$ cat src/rtl/spi_master_if.sv
// CPU slave-bus port of the SPI master peripheral.
//
// Handshake: the decoder raises spi_valid for exactly one cycle per access,
// with spi_addr/spi_wdata/spi_wstrb/spi_instr stable in that cycle. The
// peripheral answers with spi_ready high for exactly one cycle, the cycle
// after valid. spi_rdata is meaningful only while spi_ready is high and is
// 0 otherwise. spi_wstrb != 0 marks a write, spi_wstrb == 0 a read. A new
// valid may be issued every cycle and each one receives its own ready.
//
// Signals: spi_valid, spi_instr, spi_addr[31:0], spi_wdata[31:0],
//          spi_wstrb[3:0] (master -> slave); spi_rdata[31:0], spi_ready
//          (slave -> master).
interface spi_master_if;
  logic        spi_valid;
  logic        spi_instr;
  logic [31:0] spi_addr;
  logic [31:0] spi_wdata;
  logic [3:0]  spi_wstrb;
  logic [31:0] spi_rdata;
  logic        spi_ready;

  modport master (
    output spi_valid, spi_instr, spi_addr, spi_wdata, spi_wstrb,
    input  spi_rdata, spi_ready
  );

  modport slave (
    input  spi_valid, spi_instr, spi_addr, spi_wdata, spi_wstrb,
    output spi_rdata, spi_ready
  );
endinterface

$ cat src/rtl/spi_master.sv
// Memory-mapped SPI master (mode 0, MSB first) with TX/RX byte FIFOs and a
// programmable half-period divider.
//
// spi_fifo  : byte FIFO, power-of-two depth, wrap-around pointers + count.
// spi_master: clk, rst (sync, active low), bus (spi_master_if.slave),
//             spi_sck/spi_mosi/spi_cs_n out, spi_miso in,
//             dbg_state (current engine state encoding).
// Registers by addr[3:2]: 0 DATA, 1 STATUS, 2 CTRL {cs_en, div}, 3 reserved.
module spi_fifo #(
  parameter int depth = 4
) (
  input  logic       clk,
  input  logic       rst,
  input  logic       push,
  input  logic       pop,
  input  logic [7:0] din,
  output logic [7:0] dout,
  output logic       full,
  output logic       empty
);
  localparam int aw = $clog2(depth);
  localparam logic [aw:0] full_cnt = (aw + 1)'(depth);

  logic [7:0]    mem [depth];
  logic [aw-1:0] wptr;
  logic [aw-1:0] rptr;
  logic [aw:0]   cnt;

  assign dout  = mem[rptr];
  assign full  = (cnt == full_cnt);
  assign empty = (cnt == '0);

  always_ff @(posedge clk) begin
    if (push) mem[wptr] <= din;
  end

  // Callers only pop when non-empty and only push when there is room
  // (or a same-cycle pop frees a slot).
  always_ff @(posedge clk) begin
    if (!rst) begin
      wptr <= '0;
      rptr <= '0;
      cnt  <= '0;
    end else begin
      if (push) wptr <= wptr + 1'b1;
      if (pop)  rptr <= rptr + 1'b1;
      unique case ({push, pop})
        2'b10:   cnt <= cnt + 1'b1;
        2'b01:   cnt <= cnt - 1'b1;
        default: cnt <= cnt;
      endcase
    end
  end
endmodule

module spi_master #(
  parameter int          fifo_depth = 4,
  parameter logic [15:0] div_reset  = 16'd49
) (
  input  logic             clk,
  input  logic             rst,
  spi_master_if.slave      bus,
  output logic             spi_sck,
  output logic             spi_mosi,
  input  logic             spi_miso,
  output logic             spi_cs_n,
  output logic [2:0]       dbg_state
);
  typedef enum logic [2:0] {
    st_idle, st_load, st_low, st_high, st_done
  } state_t;

  state_t      state, state_n;
  logic [7:0]  shreg;
  logic [2:0]  bitcnt;
  logic [15:0] div_cnt;
  logic [15:0] cur_div;     // divisor latched at each half-period boundary
  logic [15:0] ctrl_div;
  logic        cs_en;
  logic        tx_ovf, rx_ovf;

  logic [7:0]  tx_dout, rx_dout;
  logic        tx_full, tx_empty, rx_full, rx_empty;
  logic        tx_push, tx_pop, rx_push, rx_pop;
  logic        eng_push, half_done, busy;
  logic [31:0] rd_val;

  // Bus decode; only addr[3:2] selects a register.
  logic [1:0] reg_sel;
  logic       is_write, data_wr, data_rd, stat_wr, ctrl_wr;
  assign reg_sel  = bus.spi_addr[3:2];
  assign is_write = (bus.spi_wstrb != 4'b0);
  assign data_wr  = bus.spi_valid &&  is_write && (reg_sel == 2'd0);
  assign data_rd  = bus.spi_valid && !is_write && (reg_sel == 2'd0);
  assign stat_wr  = bus.spi_valid &&  is_write && (reg_sel == 2'd1);
  assign ctrl_wr  = bus.spi_valid &&  is_write && (reg_sel == 2'd2);

  // A push into a full FIFO is fine when the other side pops that cycle.
  assign tx_push = data_wr && (!tx_full || tx_pop);
  assign rx_pop  = data_rd && !rx_empty;
  assign rx_push = eng_push && (!rx_full || rx_pop);

  spi_fifo #(.depth(fifo_depth)) u_tx (
    .clk(clk), .rst(rst), .push(tx_push), .pop(tx_pop),
    .din(bus.spi_wdata[7:0]), .dout(tx_dout), .full(tx_full), .empty(tx_empty)
  );

  spi_fifo #(.depth(fifo_depth)) u_rx (
    .clk(clk), .rst(rst), .push(rx_push), .pop(rx_pop),
    .din(shreg), .dout(rx_dout), .full(rx_full), .empty(rx_empty)
  );

  assign busy      = (state != st_idle) || !tx_empty;
  assign half_done = (div_cnt == cur_div);
  assign spi_cs_n  = ~cs_en;
  assign dbg_state = state;

  // Engine next-state and strobes.
  always_comb begin
    state_n  = state;
    tx_pop   = 1'b0;
    eng_push = 1'b0;
    unique case (state)
      st_idle: if (!tx_empty) state_n = st_load;
      st_load: begin
        tx_pop  = 1'b1;
        state_n = st_low;
      end
      st_low:  if (half_done) state_n = st_high;
      st_high: if (half_done) state_n = (bitcnt == 3'd0) ? st_done : st_low;
      st_done: begin
        eng_push = 1'b1;
        state_n  = st_idle;
      end
      default: state_n = st_idle;
    endcase
  end

  always_ff @(posedge clk) begin
    if (!rst) begin
      state    <= st_idle;
      shreg    <= '0;
      bitcnt   <= '0;
      div_cnt  <= '0;
      cur_div  <= '0;
      spi_sck  <= 1'b0;
      spi_mosi <= 1'b0;
    end else begin
      state <= state_n;
      unique case (state)
        st_load: begin
          shreg    <= tx_dout;
          bitcnt   <= 3'd7;
          spi_mosi <= tx_dout[7];
          div_cnt  <= '0;
          cur_div  <= ctrl_div;
        end
        st_low: begin
          if (half_done) begin
            // Rising edge: shifting miso in at the LSB also moves the next
            // outgoing bit into shreg[7].
            spi_sck <= 1'b1;
            shreg   <= {shreg[6:0], spi_miso};
            div_cnt <= '0;
            cur_div <= ctrl_div;
          end else begin
            div_cnt <= div_cnt + 1'b1;
          end
        end
        st_high: begin
          if (half_done) begin
            spi_sck <= 1'b0;
            div_cnt <= '0;
            cur_div <= ctrl_div;
            if (bitcnt != 3'd0) begin
              bitcnt   <= bitcnt - 1'b1;
              spi_mosi <= shreg[7];
            end
          end else begin
            div_cnt <= div_cnt + 1'b1;
          end
        end
        default: ;
      endcase
    end
  end

  // Read mux for the current request.
  always_comb begin
    rd_val = '0;
    unique case (reg_sel)
      2'd0: rd_val = rx_empty ? 32'd0 : {24'b0, rx_dout};
      2'd1: rd_val = {25'b0, rx_ovf, tx_ovf, rx_empty, rx_full,
                      tx_empty, tx_full, busy};
      2'd2: rd_val = {15'b0, cs_en, ctrl_div};
      default: rd_val = '0;
    endcase
  end

  always_ff @(posedge clk) begin
    if (!rst) begin
      bus.spi_ready <= 1'b0;
      bus.spi_rdata <= '0;
      ctrl_div      <= div_reset;
      cs_en         <= 1'b0;
      tx_ovf        <= 1'b0;
      rx_ovf        <= 1'b0;
    end else begin
      bus.spi_ready <= bus.spi_valid;
      bus.spi_rdata <= (bus.spi_valid && !is_write) ? rd_val : 32'd0;

      if (data_wr && tx_full && !tx_pop)      tx_ovf <= 1'b1;
      else if (stat_wr && bus.spi_wdata[5])   tx_ovf <= 1'b0;

      if (eng_push && rx_full && !rx_pop)     rx_ovf <= 1'b1;
      else if (stat_wr && bus.spi_wdata[6])   rx_ovf <= 1'b0;

      if (ctrl_wr) begin
        if (bus.spi_wstrb[0]) ctrl_div[7:0]  <= bus.spi_wdata[7:0];
        if (bus.spi_wstrb[1]) ctrl_div[15:8] <= bus.spi_wdata[15:8];
        if (bus.spi_wstrb[2]) cs_en          <= bus.spi_wdata[16];
      end
    end
  end

  logic unused_bits;
  assign unused_bits = ^{bus.spi_instr, bus.spi_addr[31:4], bus.spi_addr[1:0],
                         bus.spi_wdata[31:17], bus.spi_wstrb[3]};
endmodule

$ cat src/flat_wrapper.sv
// flat-port wrapper written by rule: the top's interface ports become plain ports
module spi_master_flat 
#(
  parameter int          fifo_depth = 4,
  parameter logic [15:0] div_reset  = 16'd49
)
  (clk, rst, spi_sck, spi_mosi, spi_miso, spi_cs_n, dbg_state, bus_spi_valid, bus_spi_instr, bus_spi_addr, bus_spi_wdata, bus_spi_wstrb, bus_spi_rdata, bus_spi_ready);
  spi_master_if bus_i ();
  input  logic clk;
  input  logic rst;
  output logic spi_sck;
  output logic spi_mosi;
  input  logic spi_miso;
  output logic spi_cs_n;
  output logic [2:0] dbg_state;
  input wire logic [$bits(bus_i.spi_valid)-1:0] bus_spi_valid;
  input wire logic [$bits(bus_i.spi_instr)-1:0] bus_spi_instr;
  input wire logic [$bits(bus_i.spi_addr)-1:0] bus_spi_addr;
  input wire logic [$bits(bus_i.spi_wdata)-1:0] bus_spi_wdata;
  input wire logic [$bits(bus_i.spi_wstrb)-1:0] bus_spi_wstrb;
  output wire logic [$bits(bus_i.spi_rdata)-1:0] bus_spi_rdata;
  output wire logic [$bits(bus_i.spi_ready)-1:0] bus_spi_ready;
  assign bus_i.spi_valid = bus_spi_valid;
  assign bus_i.spi_instr = bus_spi_instr;
  assign bus_i.spi_addr = bus_spi_addr;
  assign bus_i.spi_wdata = bus_spi_wdata;
  assign bus_i.spi_wstrb = bus_spi_wstrb;
  assign bus_spi_rdata = bus_i.spi_rdata;
  assign bus_spi_ready = bus_i.spi_ready;
  spi_master #(.fifo_depth(fifo_depth), .div_reset(div_reset)) u_core (.clk(clk), .rst(rst), .bus(bus_i), .spi_sck(spi_sck), .spi_mosi(spi_mosi), .spi_miso(spi_miso), .spi_cs_n(spi_cs_n), .dbg_state(dbg_state));
endmodule
$ cat config.mk
export PLATFORM = sky130hd
export DESIGN_NAME = spi_master_flat
export DESIGN_NICKNAME = d
export VERILOG_FILES = /design/src/rtl/spi_master_if.sv /design/src/rtl/spi_master.sv /design/src/flat_wrapper.sv
export SDC_FILE = /design/constraint.sdc
export NUM_CORES = 1
export LEC_CHECK = 0
export BUFFER_PORTS_ARGS = -buffer_cell sky130_fd_sc_hd__buf_2
export CAP_MARGIN = 25
export CORE_UTILIZATION = 35
export DETAILED_ROUTE_END_ITERATION = 8
export SYNTH_ARGS = -nofsm -noshare
export SYNTH_HDL_FRONTEND = slang
export SYNTH_SLANG_ARGS = --single-unit
$ cat constraint.sdc
create_clock -name clk -period 3.15 [get_ports clk]
set_input_delay 0.4725 -clock clk [delete_from_list [all_inputs] [get_ports clk]]
set_output_delay 0.4725 -clock clk [all_outputs]
set_load 0.02 [all_outputs]
==> flow_summary.yaml <==
status:
  status: "complete, no violations"
setup_path:
  cp.arrival_ns: 2.97
  setup.worst_path.end_class: "register"
  start_kind: "primary input"
  crit_type: "in -> reg"
  crit_required_ns: 3.51
  critPathMaxFanout: 4
synthesis:
  synthAdderAreaFrac_pct: 2.75
  ys_seq_area_share_pct: 54.1
  synthCells: 656
  synthArstFlopShare_pct: 0
  yosysTopAreaCell: "dfxtp_1"
  ys_types: 60
  ys_ff_latch: 167
  synth_compound_area_share_pct: 7.94
  synth_flop_cell: "dfxtp_1"
  synthMuxAreaShare_pct: 9.93
  synth_area_mm2: 0.00736
  synth_top_area_share_pct: 28.0
  synth_xor_area_share_pct: 3.69
  synth_simple_gate_area_share_pct: 16.7
  synth_edf_count: 64
  yosys_warnings: 0
  post_synth.cell_area_avg_um2: 11.2
  yosys-top-cells-area: "dfxtp_1, edfxtp_1, nand2_1"
  synth_top_family_by_area: "simple AND/OR/NAND/NOR gates"
global_route:
  grt_pass1_wl_um: 24200
  track_usage_pct: 14.8
  antenna_found_initial: 0
  grt_max_degree: 65
  grt-ovfl-total: 0
  grt_pass1_vias: 4353
timing:
  setup_viol: 0
  min_period_over_period_pct: 82.8
  hold_viol_final: 0
  fmax_mhz: 383
  rsz0062_at_grt: "false"
  setup_tns_ns: 0
  slew-limit-headroom_pct: 40.3
  setup_ws_ns: 0.542
  final.min_clock_period_ns: 2.61
  drv_slew: 0
  fin_skew_ns: 0.0102
  tightest_slew_ns: 0.894
cts:
  cts_tree: "built"
  cts.clk_slew.worst_paths_ns: 0.07
  cts_buffer_depth: 2
  clkSinkCount: 167
  cts_hold_buf: 0
  h-tree-depth: 4
  cts-resized-gates: 0
  root_buffer: "clkbuf_16"
  insertion_delay_ns: 0.43
  numCtsBuffers: 17
  cts_setup_buffers: 0
placed_design:
  preCtsSetupSlack_ns: 0.0656
  dp_hpwl_um: 10800
  gp_congestion: 0.782
  portBuffers: 50
finish:
  final_layout_size_suffix_gt1_share_pct: 18.6
  final_nets: 794
  post-route-util_pct: 41.4
  diodes: 0
  area_delta_synth_final_pct: 15.0
route:
  via_per_inst: 4.84
  ant_nets: 0
  wire_per_inst_um: 15.3
  drt_iter0_drc: 306
  first_pass_iters: 5
  drt_wl_total_um: 15200
  drc: 0
  vias: 4785
pwr:
  powerDensity_mw_per_mm2: 682
  leakagePower_nw: 3.08
  irDropWorstVdd_mv: 0.408
  power.total_mw: 5.77
floorplan:
  core.rowCount: 52
  boundaryPins: 112
  start_util_pct: 36.0
  dieHeight_um: 147
  coreArea_mm2: 0.0204
  die_w_um: 147
  die-area_mm2: 0.0216
flow_run:
  max_cap_violations: 0
worst_hold_path:
  holdCritPathClass: "in -> reg"
[cell usage in the layout (no fill, tap or decap), drive strengths merged, types with 3 or more instances in the layout]
cell     count
or4          3
inv         26
a21boi      21
or3          3
xor2         7
mux2i       28
nor2        16
nand2      112
xnor2       24
clkinv       4
dfxtp      103
edfxtp      64
conb        15
mux4        16
nor4         4
nand4        7
and3         7
a2bb2oi      3
a22oi        6
nor2b       13
buf         66
o2bb2ai      3
ha          13
a221o        4
a21oi        7
nor3        14
mux2         8
clkbuf      18
o21ai       14
nand3       18
and2        37
nor3b        4
[sequential cells by signal, summed over array words and instances, names as in the netlist, 2 cells and up, named ones only]
signal                cells
u_core.u_rx.wptr          2
u_core.ctrl_div          16
u_core.u_rx.mem          32
u_core.u_rx.cnt           3
u_core.u_tx.mem          32
u_core.dbg_state          3
u_core.cur_div           16
u_core.bus.spi_rdata     17
u_core.bitcnt             3
u_core.div_cnt           16
u_core.u_tx.cnt           3
u_core.u_tx.rptr          2
u_core.shreg              8
u_core.u_tx.wptr          2
u_core.u_rx.rptr          2
[stage by stage]
step           area (µm²)  hold slack [ns]  cells
2_1_floorplan        7410            0.445    670
3_5_place_dp         7850            0.464    957
5_1_grt              8460            0.275    989
3_3_place_gp         7850            0.458    957
6_report             8460            0.286    989
4_1_cts              8460            0.274    989
[path summary, 6_finish.rpt]
path / startpoint / end / cells after the start / slack [ns]
setup / recovery: bus_spi_wstrb[1] / u_core.u_rx.cnt[2] / 10 / 0.54
hold / removal: bus_spi_wdata[1] / u_core.u_tx.mem[3][1] / 1 / 0.29
setup reg to reg: u_core.u_rx.cnt[2] / u_core.u_rx.cnt[2] / 10 / 0.57
hold reg to reg: u_core.cur_div[14] / u_core.cur_div[14] / 2 / 0.47
[metal layers]
| metal | global-route usage [%] | wire length [µm] |
|---|---|---|
| met1 | 21.2 | 7400 |
| met2 | 21.8 | 6840 |
| met3 | 3.91 | 745 |
| met4 | 4.48 | 166 |
| met5 | 0 | 0 |
[worst max-delay path, stage by stage]
cell and delay, ns:
buf_2 0.12, or4_1 0.57, or3_1 0.46, inv_1 0.12, ha_1 0.18, inv_1 0.06
fa_1 0.37, xor2_1 0.15, or3_1 0.30, a21boi_0 0.16
[power by group]
group	internal [mW]	total (mW)	leakage, nW	switching, mW
Sequential	2.40	2.55	1.42	0.144
Combinational	0.472	1.05	1.37	0.582
Clock	1.21	2.17	0.298	0.956
Total	4.08	5.77	3.08	1.68
[cell usage after synthesis, types with 14 or more instances]
library cell and instances:
inv_1 19, nand3_1 18, nor3_1 14, nand2_1 112, o21ai_0 14, nor2_1 15, mux4_2 16, and2_1 37
dfxtp_1 103, mux2i_1 28, a21boi_0 21, edfxtp_1 64, buf_4 16, clkbuf_1 22, xnor2_1 24
[cells by family (layout without fill, tap and decap cells)]
group	Yosys count	count (layout)
flip-flops	167	167
XOR/XNOR	31	31
multiplexers	52	52
AO/OA/AOI/OAI	77	77
AND/OR/NAND/NOR	245	245
adder cells (fa/ha/maj)	15	15
other	1	15
buffers and inverters	68	117
[final cells by class]
type / count / area (µm²)
Fill cell: 1975 / 12000
Clock inverter: 14 / 184
Clock buffer: 18 / 429
Sequential cell: 167 / 3980
Tap cell: 270 / 338
Inverter: 19 / 71.3
Timing Repair Buffer: 66 / 370
Multi-Input combinational cell: 435 / 3080
Power figures use the tool's default switching activity.
